## src/rtl/trigger_frame_decoder.sv

```systemverilog
// trigger_frame_decoder: header-framed AXIS decoder unpacking four ADC lanes per 64-bit word.
// Optional saturating error counter is built only when TRG_DECODER_ERR_COUNT_EN is defined.
module trigger_frame_decoder #(
   parameter int FRAME_DATA_WORDS = 25,
   parameter int TIME_STAMP_WIDTH = 16,
   parameter int ADC_RESOLUTION_WIDTH = 12,
   parameter logic [7:0] HDR_MARKER = 8'hA5
) (
   input  logic AXIS_ACLK,
   input  logic AXIS_ARESET,
   input  logic [63:0] S_AXIS_TDATA,
   input  logic S_AXIS_TVALID,
   output logic S_AXIS_TREADY,
   input  logic S_AXIS_TLAST,
   input  logic S_AXIS_TUSER,
   output logic [4*ADC_RESOLUTION_WIDTH-1:0] M_AXIS_TDATA,
   output logic M_AXIS_TVALID,
   input  logic M_AXIS_TREADY,
   output logic M_AXIS_TLAST,
   output logic [TIME_STAMP_WIDTH-1:0] O_TIME_STAMP,
   output logic [ADC_RESOLUTION_WIDTH-1:0] O_BASELINE,
   output logic O_HDR_VALID,
   output logic O_ERR_HDR,
   output logic O_ERR_SHORT,
   output logic O_ERR_LONG,
   output logic [15:0] O_ERR_COUNT
);
   localparam int CW = $clog2(FRAME_DATA_WORDS + 1);
   typedef enum logic [1:0] {IDLE, DATA, DROP} state_t;
   state_t state;
   logic [CW-1:0] word_cnt;
   logic rdy_en;
   logic s_acc;
   logic hdr_ok;
   logic last_word;
   logic unused_bits;
   logic [4*ADC_RESOLUTION_WIDTH-1:0] unpacked;
   // rdy_en keeps TREADY low during reset and for the first edge after release
   assign S_AXIS_TREADY = rdy_en && (state != DATA || !M_AXIS_TVALID || M_AXIS_TREADY);
   assign s_acc = S_AXIS_TVALID && S_AXIS_TREADY;
   assign hdr_ok = S_AXIS_TUSER && S_AXIS_TDATA[63:56] == HDR_MARKER;
   assign last_word = word_cnt == CW'(FRAME_DATA_WORDS - 1);
   assign unused_bits = ^S_AXIS_TDATA;
   for (genvar k = 0; k < 4; k++) begin : g_lane
      assign unpacked[k*ADC_RESOLUTION_WIDTH +: ADC_RESOLUTION_WIDTH] = S_AXIS_TDATA[16*k +: ADC_RESOLUTION_WIDTH];
   end
   always_ff @(posedge AXIS_ACLK or posedge AXIS_ARESET) begin
      if (AXIS_ARESET) begin
         state <= IDLE;
         word_cnt <= '0;
         rdy_en <= 1'b0;
         M_AXIS_TDATA <= '0;
         M_AXIS_TVALID <= 1'b0;
         M_AXIS_TLAST <= 1'b0;
         O_TIME_STAMP <= '0;
         O_BASELINE <= '0;
         O_HDR_VALID <= 1'b0;
         O_ERR_HDR <= 1'b0;
         O_ERR_SHORT <= 1'b0;
         O_ERR_LONG <= 1'b0;
      end else begin
         rdy_en <= 1'b1;
         O_HDR_VALID <= 1'b0;
         O_ERR_HDR <= 1'b0;
         O_ERR_SHORT <= 1'b0;
         O_ERR_LONG <= 1'b0;
         if (M_AXIS_TREADY) M_AXIS_TVALID <= 1'b0;
         if (s_acc) begin
            case (state)
               IDLE: begin
                  if (hdr_ok) begin
                     O_TIME_STAMP <= S_AXIS_TDATA[40 +: TIME_STAMP_WIDTH];
                     O_BASELINE <= S_AXIS_TDATA[28 +: ADC_RESOLUTION_WIDTH];
                     O_HDR_VALID <= 1'b1;
                     word_cnt <= '0;
                     O_ERR_SHORT <= S_AXIS_TLAST;
                     state <= S_AXIS_TLAST ? IDLE : DATA;
                  end else begin
                     O_ERR_HDR <= 1'b1;
                     state <= S_AXIS_TLAST ? IDLE : DROP;
                  end
               end
               DATA: begin
                  M_AXIS_TDATA <= unpacked;
                  M_AXIS_TVALID <= 1'b1;
                  M_AXIS_TLAST <= S_AXIS_TLAST || last_word;
                  word_cnt <= word_cnt + 1'b1;
                  O_ERR_SHORT <= S_AXIS_TLAST && !last_word;
                  O_ERR_LONG <= !S_AXIS_TLAST && last_word;
                  state <= S_AXIS_TLAST ? IDLE : last_word ? DROP : DATA;
               end
               DROP: state <= S_AXIS_TLAST ? IDLE : DROP;
               default: state <= IDLE;
            endcase
         end
      end
   end
`ifdef TRG_DECODER_ERR_COUNT_EN
   logic [15:0] err_count;
   always_ff @(posedge AXIS_ACLK or posedge AXIS_ARESET) begin
      if (AXIS_ARESET) err_count <= '0;
      else if ((O_ERR_HDR || O_ERR_SHORT || O_ERR_LONG) && err_count != 16'hFFFF) err_count <= err_count + 16'd1;
   end
   assign O_ERR_COUNT = err_count;
`else
   assign O_ERR_COUNT = '0;
`endif
endmodule
```

## config.mk

```make
export PLATFORM = sky130hd
export DESIGN_NAME = trigger_frame_decoder
export DESIGN_NICKNAME = d
export VERILOG_FILES = /design/src/rtl/trigger_frame_decoder.sv
export SDC_FILE = /design/constraint.sdc
export NUM_CORES = 1
export LEC_CHECK = 0
export CORE_AREA = 2 2 103 105
export DETAILED_ROUTE_END_ITERATION = 8
export DIE_AREA = 0 0 105 107
export GPL_ROUTABILITY_DRIVEN = 0
export PLACE_DENSITY = 0.75
export SLEW_MARGIN = 20
export SYNTH_ARGS = -nofsm -noshare
export SYNTH_HDL_FRONTEND = slang
export SYNTH_SLANG_ARGS = --single-unit
```

## constraint.sdc

```tcl
create_clock -name AXIS_ACLK -period 2.4 [get_ports AXIS_ACLK]
set_input_delay 0.24 -clock AXIS_ACLK [delete_from_list [all_inputs] [get_ports AXIS_ACLK]]
set_output_delay 0.24 -clock AXIS_ACLK [all_outputs]
set_load 0.02 [all_outputs]
```

# Yosys cells after proc, flatten, opt, wreduce, memory -nomap -nowiden
# Cells that the tools add are included.
word_totals:
  register_bits: 90
  input_bits: 70
  out_inout_bits: 99
  elab_cells: 57
op_classes:
  add_sub_neg: 1
  eq_ne: 6
  n_mux: 22
  n_reduce_logical: 16
ops:
  columns: ["operator", "count"]
  rows:
  - ["$mux W1", 14]
  - ["$pmux W5 S2", 1]
  - ["$eq A8 B8 Y1 const B", 1]
  - ["$mux W2", 4]
  - ["$pmux W2 S3", 1]
  - ["$reduce_and A3 Y1", 2]
  - ["$add A5 B1 Y5 const B", 1]
  - ["$eq A5 B5 Y1 const B", 1]
  - ["$logic_and A1 B1 Y1", 5]
  - ["$mux W5", 1]
  - ["$logic_not A1 Y1", 3]
  - ["$logic_or A1 B1 Y1", 3]
  - ["$eq A2 B1 Y1 const B", 1]
  - ["$eq A2 B2 Y1 const B", 1]
  - ["$logic_not A2 Y1", 1]
  - ["$ne A2 B1 Y1 const B", 1]
  - ["$ne A2 B2 Y1 const B", 1]
  - ["$pmux W1 S2", 1]
  - ["$reduce_and A2 Y1", 1]
  - ["$reduce_bool A2 Y1", 1]

# Depth between registers and ports, before layout
logic_depth:
  depth_word: 6
  ltp_mapped: 6

# Worst setup path after synthesis
# No wires, ideal clock.
synth_timing:
  path_kind: "register to register"
  from: "reg state[1]"
  to: "reg O_BASELINE[10]"
  t_arrival_ns: 1.624
  required_ns: 2.275
  path_slack_ns: 0.651
  path_stages_with_launch: 5
  path_cell_list: "dfrtp_1 -> nand4bb_4 -> nor4_4 -> buf_6 -> mux2_2"
synth_via:
  elab_chain_len: 6
  word_cells_on_any_way: 7
synth_rtl:
  columns: ["element", "line_no", "text"]
  rows:
  - ["start: declaration", "30", "state_t state;"]
  - ["start signal: assignment", "77", "state <= S_AXIS_TLAST ? IDLE : DATA;"]
  - ["start signal: assignment", "80", "state <= S_AXIS_TLAST ? IDLE : DROP;"]
  - ["start signal: assignment", "90", "state <= S_AXIS_TLAST ? IDLE : last_word ? DROP : DATA;"]
  - ["$ne A2 B1 Y1", "39", "assign S_AXIS_TREADY = rdy_en && (state != DATA || !M_AXIS_TVALID || M_AXIS_TREADY);"]
  - ["$logic_or A1 B1 Y1 (2 in series)", "39", null]
  - ["$logic_and A1 B1 Y1", "39", null]
  - ["$logic_and A1 B1 Y1", "40", "assign s_acc = S_AXIS_TVALID && S_AXIS_TREADY;"]
  - ["$reduce_and A3 Y1 (no line) *", null, null]
  - ["end signal: assignment", "73", "O_BASELINE <= S_AXIS_TDATA[28 +: ADC_RESOLUTION_WIDTH];"]
  - ["end: declaration", "21", "output logic [ADC_RESOLUTION_WIDTH-1:0] O_BASELINE,"]
# Mark *: on every way between the ends. The rest lies on a longest branch, timed or not.
# A chain may end at the register's enable or synchronous reset.

# Worst setup path in the final report
layout_timing:
  from: "reg state[0]"
  to: "out S_AXIS_TREADY"
layout_via:
  elab_chain_len: 4
layout_rtl:
  columns: ["element", "line_no", "text"]
  rows:
  - ["$ne A2 B1 Y1", "39", null]
  - ["$logic_or A1 B1 Y1 (2 in series)", "39", null]
  - ["$logic_and A1 B1 Y1", "39", null]
  - ["end: declaration", "13", "output logic S_AXIS_TREADY,"]
# Every way passes these cells.

==> metrics.txt <==
outcome finished, final reports clean; cells along the critical path nand2b_1, nor2_1, nor2b_1, clkdlybuf4s50_1; Leakage Power 0.002672 uW; Overall Global Routing Usage 0.1697; DR vias 2863; Critical Path Slowest Stage Cell clkdlybuf4s50_1; Critical Path RT 2160 ps; Post-Synthesis Cells roughly 350; power per standard cell area ~500 nW/um^2; CTS-repair resized insts 0; final setup fails 0; origin of the worst setup path state[0]; Seq pwr share 0.553; Die H approximately 110 um; dominant synthesized flop cell dfrtp_1; initial antenna violation count 0; Int Pwr between 2000 and 2500 uW; total gr overflow 0; WL final roughly 9000 um; Comb pwr share 0.081; # placed instances 626; Hold-fix buffers, CTS 0; Final #Nets approximately 570; port bufs 148; Tightest Pin Transition 528.7 ps; DR WL/cell 14.20 um; Seq/Total Area, Yosys 0.6106; Post-CTS Setup Inserts 0; htree depth 3; vias per cell 4.460; Max-Slew Margin vs Limit 0.6426; Die X around 110 um; Detailed Place HPWL 6859 um; post-layout min period 2105 ps; share of the synthesized area in the top cell type 0.6106; setup TNS 0 ps; Post-Synthesis Cell Area between 3000 and 4000 sq um; Hold Path Class input port to async pin; NetSw 637.3 uW; Rows 37; Slew Viols, Final 0; most common library cells after synthesis nand2_1 (149), dfrtp_1 (90), mux2_2 (31); synth top area cells dfrtp_1 (61%), nand2_1 (15%), mux2_2 (9.5%); R2R depth 5; # diodes 0; reg2reg start rdy_en; f_max 0.4750 GHz; ANT nets after route 0; Arrival @ worst endpoint 1870 ps; clock latency on the worst-skew pair about 350 ps; Crit Path Category flop to output pin; first-pass GRT wire length 15210 um; Netlist cell types 36; Worst setup SP type flop; Hold Fails Final Rpt 0; register bit total from synthesis 90; Die ar. 11240 sq um; CP peak stage delay 640 ps; CTS tree built; vias in the first global route 3085; Max Cap Violations 0; root buf cell clkbuf_8; Core Footprint roughly 10000 sq um; Worst VDD drop 0.2804 mV; Initial Util 0.3655; synthesized area per cell 10.66 sq um; clk slew on worst S/H paths 90 ps; IO Count 169; ys async rst share 1.000; Worst setup EP type output pin; Reg2Reg Setup Slack a little under 600 ps; largest net degree at the start of global routing 31; number of synthesized flops with an enable pin 0; RR Endpoint state[1]; share of cells above drive strength 1 0.1225; maximum clock path buffer count 2; dominant cell type by area after synthesis dfrtp_1; Sw Ratio 0.2298; clock skew ~9.3 ps; area delta synth->final 49.29%; Residual DRC 0; top-count cell post-synth nand2_1; clock share of power 0.366; non-filler cells, final 642; synth warn 0; worst hold margin around 280 ps; first-pass detailed-route iteration total 4; CTS sink cnt 90; fin crit share 0.8772; number of DRC markers in iteration 0 97; RSZ-0062 raised after global routing no; CP Max Fanout 5; Inserted Clock Buffers 9
-- stage by stage --
| step | area (sq um) | util | worst slack (ps) | power (uW) |
|---|---|---|---|---|
| floorplan | 3749 | - | 650.7 | 1659 |
| global placement | 5319 | 0.5270 | 296.3 | 1788 |
| detailed placement | 5319 | 0.5270 | 223.3 | 1792 |
| CTS | 5507 | 0.5456 | 269.6 | 2823 |
| global route | 5507 | 0.5456 | 215.1 | 2891 |
| finish | 5507 | 0.5456 | 294.8 | 2773 |
-- routing by layer --
metal / part of all wire / vias up / global-route usage / wire (um)
li1: - / 1370 / - / -
met1: 0.42 / 1382 / 0.2013 / 3822
met2: 0.50 / 105 / 0.3001 / 4594
met3: 0.068 / 6 / 0.04438 / 618
met4: 0.0088 / 0 / 0.05619 / 80
met5: 0 / - / 0 / 0
-- worst max path at each step --
stage | to | slack, ps | cells after the start
global route | S_AXIS_TREADY | 220 | 4
floorplan | O_BASELINE[10] | 650 | 4
detailed placement | state[1] | 220 | 6
CTS | S_AXIS_TREADY | 270 | 4
finish | S_AXIS_TREADY | 290 | 4
global placement | O_TIME_STAMP[4] | 300 | 5
-- state kept, by name, summed over array words and instances, names as in the netlist --
register / cells
O_TIME_STAMP: 16
M_AXIS_TVALID: 1
M_AXIS_TLAST: 1
rdy_en: 1
M_AXIS_TDATA: 48
state: 2
O_ERR_HDR: 1
O_BASELINE: 12
O_HDR_VALID: 1
O_ERR_SHORT: 1
word_cnt: 5
O_ERR_LONG: 1
-- final cells by class --
cell class	count	area [sq um]
fill	891	4586
sequential	90	2252
timing repair buffer	159	1589
multi-input combinational	237	1289
tap	136	170.2
clock buffer	12	135.1
clock inverter	4	52.55
inverter	4	18.77
-- cell families after synthesis --
group	after synthesis	share of synthesized area
compound gates	8	0.01730
fa+ha+maj	2	0.006783
buf+inv	34	0.05733
flops	90	0.6106
mux	31	0.09464
other cells	2	0.002036
simple gates	179	0.2113
-- power groups by stage --
stage | logic [uW] | registers, uW | clock network (uW)
detailed placement | 228 | 1560 | 0
CTS | 229 | 1530 | 1060
floorplan | 87.8 | 1570 | 0
global placement | 224 | 1560 | 0
finish | 226 | 1530 | 1010
global route | 245 | 1530 | 1110
-- worst max-delay path, delay by kind of cell, from the launching register on --
family | cells | cell delay [ps]
simple gates | 3 | 440
flops | 1 | 450
buf+inv | 1 | 640
-- placed cells by master (no fill, tap or decap), types with 2 or more instances in the layout --
cell type / count
ha_1: 2
nand2b_1: 2
conb_1: 17
inv_1: 3
nor3_1: 3
nor2b_1: 3
clkbuf_8: 9
clkbuf_1: 3
dfrtp_1: 90
nand2_1: 149
nor2_1: 8
buf_12: 2
clkdlybuf4s50_1: 148
mux2_2: 31
buf_4: 9
clkinvlp_4: 4
Note: power is estimated with default switching activity, not from simulation.
